$ cat src/rtl/cpu_reg_package.sv
// cpu_reg_package
//  Shared definitions for the CPU register bus: bus widths, the module_bus
//  index enum, the address window table with its lookup functions, and the
//  types used by the bus handshake responders.
//  No ports (package).
package cpu_reg_package;

  localparam int address_width = 32;
  localparam int data_width    = 32;

  // One entry per peripheral window on the CPU bus.
  typedef enum logic [1:0] {
    gpio_e,
    uart_e,
    io_e,
    timer_e
  } module_bus_e;

  localparam int num_modules = 4;

  // Read-data return slots, one per module_bus entry.
  typedef logic [data_width-1:0] data_reg_inputs_t [num_modules];

  // Responder handshake states.
  typedef enum logic {
    RESP_IDLE,
    RESP_WAIT_ACK
  } resp_state_t;

  // Read data returned when the user logic never answers.
  localparam logic [data_width-1:0] RESP_ERROR_DATA = 32'hDEAD_BEEF;

  // First byte address of a module window (inclusive).
  function automatic logic [address_width-1:0] get_address_start(input module_bus_e entry);
    logic [address_width-1:0] addr;
    addr = '0;
    case (entry)
      gpio_e:  addr = 32'h0000_8000;
      uart_e:  addr = 32'h0000_8800;
      io_e:    addr = 32'h0000_9000;
      timer_e: addr = 32'h0000_9800;
      default: addr = '0;
    endcase
    return addr;
  endfunction

  // Last byte address of a module window (inclusive).
  function automatic logic [address_width-1:0] get_address_end(input module_bus_e entry);
    logic [address_width-1:0] addr;
    addr = '0;
    case (entry)
      gpio_e:  addr = 32'h0000_80FF;
      uart_e:  addr = 32'h0000_880F;
      io_e:    addr = 32'h0000_900C;
      timer_e: addr = 32'h0000_981F;
      default: addr = '0;
    endcase
    return addr;
  endfunction

endpackage

$ cat src/rtl/bus_window_decode.sv
// bus_window_decode
//  Combinational address decode for one module_bus window. Shared by every
//  bus handshake responder so all of them agree on window bounds.
//  Parameters:
//    MODULE_ENTRY  module_bus index whose window is decoded
//  Ports:
//    addr    in   address_width  CPU byte address
//    hit     out  1              addr lies inside [start, end] inclusive
//    offset  out  address_width  addr - window start (meaningful when hit)
module bus_window_decode
  import cpu_reg_package::*;
#(
  parameter module_bus_e MODULE_ENTRY = io_e
) (
  input  logic [address_width-1:0] addr,
  output logic                     hit,
  output logic [address_width-1:0] offset
);

  localparam logic [address_width-1:0] WIN_START = get_address_start(MODULE_ENTRY);
  localparam logic [address_width-1:0] WIN_END   = get_address_end(MODULE_ENTRY);

  assign hit    = (addr >= WIN_START) && (addr <= WIN_END);
  assign offset = addr - WIN_START;

endmodule

$ cat src/rtl/bus_handshake_responder.sv
// bus_handshake_responder
//  Bus-side responder for one module_bus address window. A CPU read or write
//  strobe that hits the window is turned into a level req/ack handshake toward
//  fabric user logic; the CPU is stalled until the user logic acks, and read
//  data is returned on a registered bus_rdata_o.
//  Optional feature: define BUS_RESP_TIMEOUT_EN to abort a transaction after
//  TIMEOUT_CYCLES cycles without ack (returns ERROR_DATA on reads, sets the
//  sticky err_o and bumps the saturating err_count_o). Without the macro the
//  responder waits for ack indefinitely and err_o / err_count_o are 0.
//  Parameters:
//    MODULE_ENTRY    module_bus index served
//    TIMEOUT_CYCLES  cycles allowed in WAIT_ACK before abort (>= 2)
//    ERROR_DATA      read data returned on timeout
//  Ports:
//    clk_i         in   system clock
//    reset_n_i     in   synchronous active-low reset
//    bus_addr_i    in   CPU byte address
//    bus_wdata_i   in   CPU write data
//    bus_we_i      in   write strobe (wins if both strobes are high)
//    bus_re_i      in   read strobe
//    bus_rdata_o   out  registered read data
//    bus_stall_o   out  CPU wait request
//    usr_req_o     out  level request to user logic
//    usr_we_o      out  1 = write, 0 = read, stable while usr_req_o
//    usr_offset_o  out  byte offset into the window, stable while usr_req_o
//    usr_wdata_o   out  write data, stable while usr_req_o
//    usr_ack_i     in   single-cycle completion from user logic
//    usr_rdata_i   in   read data, valid with usr_ack_i
//    err_o         out  sticky timeout flag
//    err_clr_i     in   clears err_o and err_count_o
//    err_count_o   out  saturating timeout count
module bus_handshake_responder
  import cpu_reg_package::*;
#(
  parameter module_bus_e               MODULE_ENTRY   = io_e,
  parameter int                        TIMEOUT_CYCLES = 64,
  parameter logic [data_width-1:0]     ERROR_DATA     = RESP_ERROR_DATA
) (
  input  logic                     clk_i,
  input  logic                     reset_n_i,
  input  logic [address_width-1:0] bus_addr_i,
  input  logic [data_width-1:0]    bus_wdata_i,
  input  logic                     bus_we_i,
  input  logic                     bus_re_i,
  output logic [data_width-1:0]    bus_rdata_o,
  output logic                     bus_stall_o,
  output logic                     usr_req_o,
  output logic                     usr_we_o,
  output logic [address_width-1:0] usr_offset_o,
  output logic [data_width-1:0]    usr_wdata_o,
  input  logic                     usr_ack_i,
  input  logic [data_width-1:0]    usr_rdata_i,
  output logic                     err_o,
  input  logic                     err_clr_i,
  output logic [7:0]               err_count_o
);

  resp_state_t                state;
  resp_state_t                next_state;
  logic                       hit;
  logic [address_width-1:0]   offset;
  logic                       strobe;
  logic                       accept;
  logic                       ack_done;
  logic                       timeout;

  bus_window_decode #(
    .MODULE_ENTRY(MODULE_ENTRY)
  ) u_decode (
    .addr  (bus_addr_i),
    .hit   (hit),
    .offset(offset)
  );

  assign strobe   = bus_we_i | bus_re_i;
  assign accept   = (state == RESP_IDLE) && hit && strobe;
  assign ack_done = (state == RESP_WAIT_ACK) && usr_ack_i;

`ifdef BUS_RESP_TIMEOUT_EN
  localparam logic [15:0] TIMEOUT_LAST = 16'(TIMEOUT_CYCLES - 1);

  logic [15:0] wait_count;

  // wait_count is 0 in the first WAIT_ACK cycle, so reaching TIMEOUT_LAST
  // means TIMEOUT_CYCLES cycles have been spent waiting. An ack on that same
  // cycle is a normal completion, hence the !usr_ack_i term.
  assign timeout = (state == RESP_WAIT_ACK) && !usr_ack_i && (wait_count == TIMEOUT_LAST);

  always_ff @(posedge clk_i) begin
    if (!reset_n_i) begin
      wait_count <= '0;
    end else if (accept) begin
      wait_count <= '0;
    end else if (state == RESP_WAIT_ACK) begin
      wait_count <= wait_count + 16'd1;
    end
  end

  // Clear beats a simultaneous timeout so software never loses a clear.
  always_ff @(posedge clk_i) begin
    if (!reset_n_i) begin
      err_o       <= 1'b0;
      err_count_o <= '0;
    end else if (err_clr_i) begin
      err_o       <= 1'b0;
      err_count_o <= '0;
    end else if (timeout) begin
      err_o <= 1'b1;
      if (err_count_o != 8'hFF) begin
        err_count_o <= err_count_o + 8'd1;
      end
    end
  end
`else
  localparam int                    unused_timeout_cycles = TIMEOUT_CYCLES;
  localparam logic [data_width-1:0] unused_error_data     = ERROR_DATA;

  logic unused_err_clr;

  assign unused_err_clr = err_clr_i;
  assign timeout        = 1'b0;
  assign err_o          = 1'b0;
  assign err_count_o    = '0;
`endif

  always_ff @(posedge clk_i) begin
    if (!reset_n_i) begin
      state <= RESP_IDLE;
    end else begin
      state <= next_state;
    end
  end

  // Stall is combinational so the CPU is held in the very cycle of the
  // strobe; req only rises once the operands are latched.
  always_comb begin
    next_state  = state;
    bus_stall_o = 1'b0;
    usr_req_o   = 1'b0;
    case (state)
      RESP_IDLE: begin
        if (hit && strobe) begin
          bus_stall_o = 1'b1;
          next_state  = RESP_WAIT_ACK;
        end
      end
      RESP_WAIT_ACK: begin
        bus_stall_o = 1'b1;
        usr_req_o   = 1'b1;
        if (usr_ack_i || timeout) begin
          next_state = RESP_IDLE;
        end
      end
      default: next_state = RESP_IDLE;
    endcase
  end

  // Operands are captured only when a transaction is accepted, which keeps
  // them stable for the whole request even if the CPU bus changes.
  always_ff @(posedge clk_i) begin
    if (!reset_n_i) begin
      usr_offset_o <= '0;
      usr_wdata_o  <= '0;
      usr_we_o     <= 1'b0;
    end else if (accept) begin
      usr_offset_o <= offset;
      usr_wdata_o  <= bus_wdata_i;
      usr_we_o     <= bus_we_i;
    end
  end

  always_ff @(posedge clk_i) begin
    if (!reset_n_i) begin
      bus_rdata_o <= '0;
    end else if (ack_done && !usr_we_o) begin
      bus_rdata_o <= usr_rdata_i;
    end else if (timeout && !usr_we_o) begin
      bus_rdata_o <= ERROR_DATA;
    end
  end

endmodule

$ cat config.mk
export PLATFORM = sky130hd
export DESIGN_NAME = bus_handshake_responder
export DESIGN_NICKNAME = d
export VERILOG_FILES = /design/src/rtl/cpu_reg_package.sv /design/src/rtl/bus_window_decode.sv /design/src/rtl/bus_handshake_responder.sv
export SDC_FILE = /design/constraint.sdc
export NUM_CORES = 1
export LEC_CHECK = 0
export CAP_MARGIN = 20
export CORE_AREA = 2 2 114 116
export CTS_CLUSTER_DIAMETER = 60
export DETAILED_ROUTE_END_ITERATION = 10
export DIE_AREA = 0 0 116 118
export PLACE_DENSITY = 0.66
export SYNTH_ARGS = -nofsm -noshare
export SYNTH_HDL_FRONTEND = slang
export SYNTH_SLANG_ARGS = --single-unit
$ cat constraint.sdc
create_clock -name clk_i -period 2.3 [get_ports clk_i]
set_input_delay 0.345 -clock clk_i [delete_from_list [all_inputs] [get_ports clk_i]]
set_output_delay 0.345 -clock clk_i [all_outputs]
set_load 0.005 [all_outputs]
==> qor.yml, run 1 <==
dieHeight_um: 118
global_route.usage.total_pct: 16.0
cts_h_tree_lvls: 3
wl_mm: 11.5
crit_arrival_ps: 1850
first_pass_iters: 4
finalCriticalPeriod_ps: 2200
static-leakage-power_nw: 2.46
syn_inst: 438
cap_viol_max_count: 0
routabilityCongestion: 0.784
synth-async-reset-ratio_pct: 0
port_buffers: 199
maxSlewViolCount: 0
viasPerCell: 4.40
run_status: "finished clean"
power.switching_fraction_pct: 21.3
timing.hold.worst.class: "primary input to flop"
vias: 3660
layout.core_utilization_pct: 54.1
critical_path.startpoint_type: "primary input"
antennaDiodeCount: 0
seq_area_frac_synth_pct: 51.6
hold_end: "usr_offset_o[13]"
synth-main-ff-cell: "sky130_fd_sc_hd__dfxtp_1"
internal-power_mw: 2.84
clk_pin_slew_ps: 70
number_of_global_route_vias_before_repair: 3604
cts_buf_count: 9
cp_data_required_time_ps: 1960
pre_cts_slack_ps: -416
share_clk_of_total_power_pct: 44.8
detail_route.drc_violations: 0
clock_sink_count: 98
floorplan.initialDensity_pct: 30.6
rrSetupSlack_ps: 800
post_synth_instance_area_um2: 3800
routed_wire_length_per_instance_um: 13.9
ys_types: 34
power.combinational.fraction_pct: 8.2
largest_net_degree_at_the_start_of_global_routing: 50
yosysTopAreaCell: "sky130_fd_sc_hd__dfxtp_1"
area.growth.synth_to_final_pct: 76.9
dieWidth_um: 116
tightest_slew_margin_relative_to_the_limit_pct: 60.7
timing.final.hold_violations: 0
floorplan.core_area_um2: 12400
cellPowerDensity_nw_per_um2: 536
standard_cell_rows: 41
achievable-frequency_mhz: 455
layout-drive-gt1-share_pct: 10.9
first_pass_grt_wire_length_mm: 17.3
worstSkewPairLatency_ps: 340
worst_setup_path_end_kind: "output pin"
antenna_found_initial: 0
layout.cell_area.non_filler_um2: 6720
postLayoutSetupSlackWorst_ps: 101
worst_clock_skew_ps: 3.67
regToRegStartpoint: "state"
place.detailed.hpwl_mm: 8.23
worstRegToRegCells: 5
hold_start: "bus_addr_i[13]"
reg2reg_to: "usr_wdata_o[30]"
grt_overflow_total: 0
clockRootBuffer: "sky130_fd_sc_hd__clkbuf_16"
design.final.nets: 759
syn-mean-instance-area_um2: 8.68
seq_power_share_pct: 47.0
synth_enable_flop_cells: 0
crit_path_max_fanout: 2
fin_worst_hold_slack_ps: 430
boundaryPins: 210
design.die.area_um2: 13700
iteration_0_drc_markers: 164
period_share_pct: 95.6
hold_depth: 4
final_setup_violating_endpoints: 0
ys_warnings: 0
share_of_yosys_cell_area_claimed_by_the_top_area_cell_type_pct: 51.6
vdd_ir_drop_max_mv: 0.320
route.antenna.remaining_nets: 0
clock_path_buffers: 2
synth.cells.most_frequent: "sky130_fd_sc_hd__nand2_1, sky130_fd_sc_hd__dfxtp_1, sky130_fd_sc_hd__mux2i_1, sky130_fd_sc_hd__a21oi_1, sky130_fd_sc_hd__clkbuf_1"
setup.worst_path.class: "primary input to output pin"
post-synth-top-count-cell: "sky130_fd_sc_hd__nand2_1"
clock_tree_from_tritoncts: "built"
post-layout-total-power_mw: 3.60
synth-seq-cells: 98
post_synth_main_area_contributors: "sky130_fd_sc_hd__dfxtp_1, sky130_fd_sc_hd__nand2_1, sky130_fd_sc_hd__mux2i_1, sky130_fd_sc_hd__a21oi_1, sky130_fd_sc_hd__buf_4"
detailed_place.area_um2: 6040
p_switching_mw: 0.767
timing_worst_slew_pin_value_ps: 590
[layout make-up]
cell class                      count  area, um^2
Clock buffer                       10         229
Clock inverter                      6        90.1
Fill cell                        1130        5690
Inverter                            5        18.8
Multi-Input combinational cell    305        1740
Sequential cell                    98        1960
Tap cell                          172         215
Timing Repair Buffer              236        2460
[per-layer routing]
layer	wire [um]	track usage (%)
met1	4760	18.1
met2	5660	27.2
met3	820	4.84
met4	306	7.59
met5	0	0
[power by group through the flow]
stage	logic (mW)	registers, mW	clock network [mW]
after floorplan	0.0818	1.73	0
after global placement	0.282	1.73	0
after detailed placement	0.286	1.73	0
after CTS	0.296	1.70	1.67
after global routing	0.322	1.69	1.75
final	0.296	1.70	1.61
[worst max-delay path, stage by stage]
cell                              delay, ps
sky130_fd_sc_hd__clkdlybuf4s50_1        430
sky130_fd_sc_hd__nor4_2                 380
sky130_fd_sc_hd__a31oi_2                170
sky130_fd_sc_hd__a21oi_4                160
sky130_fd_sc_hd__a21o_1                 140
sky130_fd_sc_hd__dlygate4sd2_1          220
[how the worst max path moves through the flow]
stage                         from         endpoint  slack [ps]
floorplan           bus_addr_i[13]  usr_offset_o[0]         410
global placement    bus_addr_i[17]      bus_stall_o        -350
global route        bus_addr_i[29]   usr_wdata_o[2]          -3
detailed placement  bus_addr_i[17]  usr_wdata_o[17]        -420
CTS                 bus_addr_i[31]  usr_wdata_o[17]           6
finish               bus_addr_i[4]      bus_stall_o         100
[logic make-up after synthesis]
logic type | after synthesis | share of synthesized area (%)
multiplexers | 45 | 11.9
adder cells (fa/ha/maj) | 2 | 0.658
AO/OA/AOI/OAI | 65 | 9.65
other | 1 | 0.0987
XOR/XNOR | 2 | 0.461
buffers and inverters | 43 | 6.19
flip-flops | 98 | 51.6
AND/OR/NAND/NOR | 182 | 19.5
[sequential cells by signal, indices dropped and copies added (netlist names)]
name,count
bus_rdata_o,32
state,1
usr_wdata_o,32
usr_offset_o,32
usr_we_o,1
[cell usage in the layout (no fill, tap or decap), types with 2 or more instances in the layout]
cell type / count
sky130_fd_sc_hd__a211oi_1: 2
sky130_fd_sc_hd__a21oi_1: 35
sky130_fd_sc_hd__buf_12: 4
sky130_fd_sc_hd__buf_4: 21
sky130_fd_sc_hd__buf_6: 5
sky130_fd_sc_hd__bufinv_16: 2
sky130_fd_sc_hd__clkbuf_16: 15
sky130_fd_sc_hd__clkdlybuf4s50_1: 183
sky130_fd_sc_hd__conb_1: 9
sky130_fd_sc_hd__dfxtp_1: 98
sky130_fd_sc_hd__dlygate4sd2_1: 5
sky130_fd_sc_hd__dlymetal6s2s_1: 10
sky130_fd_sc_hd__inv_1: 3
sky130_fd_sc_hd__mux2i_1: 44
sky130_fd_sc_hd__nand2_1: 164
sky130_fd_sc_hd__nor4_2: 4
sky130_fd_sc_hd__nor4_4: 3
sky130_fd_sc_hd__o21a_1: 10
sky130_fd_sc_hd__o21ai_0: 8
sky130_fd_sc_hd__o21ai_1: 4
[stage by stage]
step,instances,setup TNS [ps]
after floorplan,446,0
after global placement,802,-19420
after detailed placement,802,-23960
after CTS,820,0
after global routing,832,-3.52
final,832,0
[what timing repair did]
| item | 4_1_cts | 5_1_grt |
|---|---|---|
| cloned | 0 | 7 |
| resized for setup | 20 | 21 |
| pin swaps | 8 | 6 |
| setup endpoints to repair | 52 | 67 |
| hold endpoints to repair | 0 | 0 |
| hold buffers | 0 | 0 |
| buffers inserted | 3 | 5 |
Note: power is estimated with default switching activity, not from simulation.
==> run 2, diff against run 1 <==
Settings changed: CORE_AREA 2 2 114 116 to 2 2 94 141, DIE_AREA 0 0 116 118 to 0 0 96 143.
==> qor.yml, run 2 (synthesis gave the netlist of run 1 again) <==
design.final.nets: 742
final_setup_violating_endpoints: 0
place.detailed.hpwl_mm: 8.15
cap_viol_max_count: 0
antenna_found_initial: 1
run_status: "finished clean"
post-layout-total-power_mw: 3.42
critical_path.startpoint_type: "primary input"
period_share_pct: 94.1
cts_h_tree_lvls: 3
maxSlewViolCount: 0
floorplan.core_area_um2: 12400
commonest_non_fill_non_tap_cells_in_the_layout: "sky130_fd_sc_hd__clkdlybuf4s50_1, sky130_fd_sc_hd__nand2_1, sky130_fd_sc_hd__dfxtp_1"
post-cts-setup-buffers: 0
routed_wire_length_per_instance_um: 13.4
max_stage_delay_ps: 430
timing.hold.worst.class: "primary input to flop"
clk_pin_slew_ps: 60
iteration_0_drc_markers: 68
wl_mm: 10.7
fin_worst_hold_slack_ps: 356
grt_overflow_total: 0
vdd_ir_drop_max_mv: 0.296
worst_path_dominant_cell_family: "buffers and inverters"
grt_setup_unrepaired: "false"
boundaryPins: 210
crit_path_max_fanout: 31
critical_path.cell_chain: "clkdlybuf4s50_1, inv_1, ha_2, a41oi_2, buf_4, nor4_4, and2_4, buf_12, mux2i_2"
cts-hold-fix-buffers: 0
cp_data_required_time_ps: 2550
crit_arrival_ps: 2420
hold_start: "reset_n_i"
layout.cells.most_common: "sky130_fd_sc_hd__clkdlybuf4s50_1"
tightest_slew_margin_relative_to_the_limit_pct: 51.2
global_route.usage.total_pct: 15.5
timing_worst_slew_pin_value_ps: 728
cts_buf_count: 9
standard_cell_rows: 50
clock_sink_count: 98
regToRegStartpoint: "state"
viasPerCell: 4.48
largest_net_degree_at_the_start_of_global_routing: 88
finalCriticalPeriod_ps: 2160
worstSkewPairLatency_ps: 330
first_pass_iters: 4
clock_tree_from_tritoncts: "built"
timing.final.hold_violations: 0
setup.worst_path.class: "primary input to flop"
worst_clock_skew_ps: 6.87
port_buffers: 199
route.antenna.remaining_nets: 0
worstSetupStartpoint: "bus_addr_i[13]"
dieWidth_um: 96
cellPowerDensity_nw_per_um2: 539
worstPathBufferInverterCount: 4
dieHeight_um: 143
layout-drive-gt1-share_pct: 7.62
clockRootBuffer: "sky130_fd_sc_hd__clkbuf_16"
routabilityCongestion: 0.762
clock_path_buffers: 2
static-leakage-power_nw: 2.22
area.growth.synth_to_final_pct: 67.1
first_pass_grt_wire_length_mm: 16.9
detail_route.drc_violations: 0
biggestRegsByFlops: "bus_rdata_o: 32 flops, usr_offset_o: 32 flops, usr_wdata_o: 32 flops"
vias: 3584
slowest_stage: "sky130_fd_sc_hd__clkdlybuf4s50_1"
achievable-frequency_mhz: 462
floorplan.initialDensity_pct: 30.5
number_of_global_route_vias_before_repair: 3641
worst_setup_path_end_kind: "flop"
design.die.area_um2: 13700
## run 2: cell types whose count changed in the layout (fill, tap and decap cells not counted), sizes merged, moves of 2 or more
cell	before	now
clkbuf	16	13
buf	32	21
clkinvlp	1	3
clkinv	3	1
dlygate4sd2	5	0
bufinv	2	0
dlymetal6s2s	10	1
clkdlybuf4s50	183	196
## run 2: layer usage
metal	wire length [um]	up-vias	track usage, %
met2	5580	130	27.7
met3	814	15	5.07
li1	-	1815	-
met4	172	0	6.17
met5	0	-	0
met1	4160	1624	16.6
## run 2: what timing repair did
action,CTS,global route
pin swaps,2,5
gates resized for setup,8,5
setup endpoints to repair,1,3
## run 2: layout make-up
type,count,area [um^2]
diodes,1,2.50
clock buffers,13,270
clock inverters,3,22.5
fillers,1205,6100
inverters,5,18.8
multi-input cells,305,1690
flip-flops and latches,98,1960
well taps,156,195
repair buffers,219,2190
## run 2: metrics by stage
step | setup TNS, ps | utilization, % | cell area [um^2] | worst slack (ps) | std cells
2_1_floorplan | 0 | - | 3830 | 413 | 446
6_report | 0 | 51.0 | 6350 | 136 | 800
3_5_place_dp | -14800 | 48.2 | 6000 | -292 | 783
5_1_grt | 0 | 51.0 | 6350 | 23.1 | 800
3_3_place_gp | -10240 | 48.2 | 6000 | -271 | 783
4_1_cts | 0 | 50.8 | 6330 | 64.1 | 799
## run 2: power breakdown
group	internal (mW)	switching, mW
sequential	1.70	0.00000289
combinational	0.185	0.102
clock	0.822	0.613
## run 2: worst paths after layout
kind                                        end  slack, ps  cells after the start
worst min register to register  usr_wdata_o[25]        450                      2
worst max-delay path            usr_offset_o[4]        140                      9
worst min-delay path                      state        360                      2
worst max register to register  usr_offset_o[4]        750                      4
==> run 3, diff against run 2 <==
Settings changed: CORE_AREA 2 2 94 141 to 2 2 136 98, DIE_AREA 0 0 96 143 to 0 0 138 100, GPL_ROUTABILITY_DRIVEN set to 1, REMOVE_ABC_BUFFERS set to 1.
==> qor.yml, run 3 (synthesis gave the netlist of run 1 again) <==
worst_path_dominant_cell_family: "buffers and inverters"
worstSetupStartpoint: "bus_addr_i[13]"
worst_setup_path_end_kind: "output pin"
routabilityCongestion: 0.772
floorplan.core_area_um2: 12700
cts_buf_count: 9
timing.hold.worst.class: "primary input to flop"
layout-drive-gt1-share_pct: 7.72
clk_pin_slew_ps: 70
worstPathBufferInverterCount: 3
achievable-frequency_mhz: 451
layout.cells.most_common: "sky130_fd_sc_hd__clkdlybuf4s50_1"
run_status: "finished clean"
finalCriticalPeriod_ps: 2220
boundaryPins: 210
floorplan.initialDensity_pct: 29.9
wl_mm: 11.0
cts_h_tree_lvls: 3
dp.cells: 798
grt_overflow_total: 0
vdd_ir_drop_max_mv: 0.343
antennaDiodeCount: 0
rrSetupSlack_ps: 810
design.die.area_um2: 13800
clock_tree_from_tritoncts: "built"
regToRegStartpoint: "state"
postLayoutSetupSlackWorst_ps: 82.5
globalRouteMet3Util_pct: 5.63
period_share_pct: 96.4
post-cts-setup-buffers: 0
timing.final.hold_violations: 0
design.final.nets: 747
worst_clock_skew_ps: 5.26
dieWidth_um: 138
route.antenna.remaining_nets: 0
iteration_0_drc_markers: 179
tightest_slew_margin_relative_to_the_limit_pct: 50.7
crit_path_max_fanout: 2
final_setup_violating_endpoints: 0
routed_wire_length_per_instance_um: 13.5
setup.worst_path.class: "primary input to output pin"
hold_start: "bus_addr_i[12]"
standard_cell_rows: 35
worstSkewPairLatency_ps: 340
global_route.usage.total_pct: 15.5
cp_data_required_time_ps: 1960
clock_sink_count: 98
max_stage_delay_ps: 410
antenna_found_initial: 0
port_buffers: 199
first_pass_iters: 4
static-leakage-power_nw: 2.24
grtUsageMet2_pct: 25.7
crit_arrival_ps: 1870
slowest_stage: "sky130_fd_sc_hd__clkdlybuf4s50_1"
clock_path_buffers: 2
dieHeight_um: 100
commonest_non_fill_non_tap_cells_in_the_layout: "sky130_fd_sc_hd__clkdlybuf4s50_1, sky130_fd_sc_hd__nand2_1, sky130_fd_sc_hd__dfxtp_1"
cellPowerDensity_nw_per_um2: 551
detail_route.drc_violations: 0
critical_path.cell_chain: "clkdlybuf4s50_1, inv_1, ha_2, nand3b_1, nand2b_1, a21oi_2, a21o_1, dlygate4sd2_1"
finalSetupTns_ps: 0
groute.layer.met1.usage_pct: 19.1
layout.core_utilization_pct: 50.1
first_pass_grt_wire_length_mm: 17.5
critical_path.startpoint_type: "primary input"
timing_worst_slew_pin_value_ps: 736
clockRootBuffer: "sky130_fd_sc_hd__clkbuf_16"
largest_net_degree_at_the_start_of_global_routing: 75
biggestRegsByFlops: "bus_rdata_o: 32 flops, usr_offset_o: 32 flops, usr_wdata_o: 32 flops"
fillCellCount: 1188
vias: 3585
place.detailed.hpwl_mm: 8.17
number_of_global_route_vias_before_repair: 3542
cap_viol_max_count: 0
globalRoute.busiestLayer: "met2"
pre_cts_slack_ps: -250
maxSlewViolCount: 0
area.growth.synth_to_final_pct: 67.5
viasPerCell: 4.40
non_filler_instance_count_after_layout: 814
## run 3: repair_timing
| action | in CTS | in global routing |
|---|---|---|
| endpoints found under the hold margin | 0 | 0 |
| endpoints found under the setup margin | 1 | 5 |
| pin swaps | 1 | 1 |
| hold buffers | 0 | 0 |
| gates resized for setup | 4 | 3 |
## run 3: power by group
group / switching (mW) / total (mW) / leakage [nW] / internal (mW)
Clock: 0.668 / 1.53 / 0.144 / 0.858
Combinational: 0.102 / 0.286 / 1.30 / 0.184
Sequential: 0.00000287 / 1.70 / 0.789 / 1.70
## run 3: cell type report
cell class / instances / area (um^2) / area share (%)
Timing Repair Buffer: 224 / 2210 / 34.7
Sequential cell: 98 / 1960 / 30.8
Multi-Input combinational cell: 305 / 1660 / 26.1
Clock buffer: 10 / 229 / 3.60
Tap cell: 166 / 208 / 3.26
Clock inverter: 6 / 72.6 / 1.14
Inverter: 5 / 18.8 / 0.295
## run 3: layer usage
metal,vias up,share of wire [%]
met2,111,47
li1,1827,-
met5,-,0
met4,0,1.7
met3,15,6.6
met1,1632,45
## run 3: per-stage QoR
| step | instance area, um^2 | total power [mW] | hold slack [ps] |
|---|---|---|---|
| after detailed placement | 6040 | 2.02 | 446 |
| after global placement | 6040 | 2.01 | 437 |
| after floorplan | 3610 | 1.78 | 442 |
| after CTS | 6350 | 3.56 | 400 |
| final | 6370 | 3.51 | 415 |
| after global routing | 6370 | 3.66 | 421 |
## run 3: worst register-to-register path, cell delays in order, from the launching register on
cell,delay (ps)
sky130_fd_sc_hd__dfxtp_1,380
sky130_fd_sc_hd__nor4_4,360
sky130_fd_sc_hd__and2_4,280
sky130_fd_sc_hd__buf_12,200
sky130_fd_sc_hd__mux2i_1,210
## run 3: final timing paths
check	endpoint	cells after the start
setup reg to reg	usr_wdata_o[21]	4
hold / removal	usr_offset_o[12]	2
hold reg to reg	usr_wdata_o[9]	2
setup / recovery	bus_stall_o	8
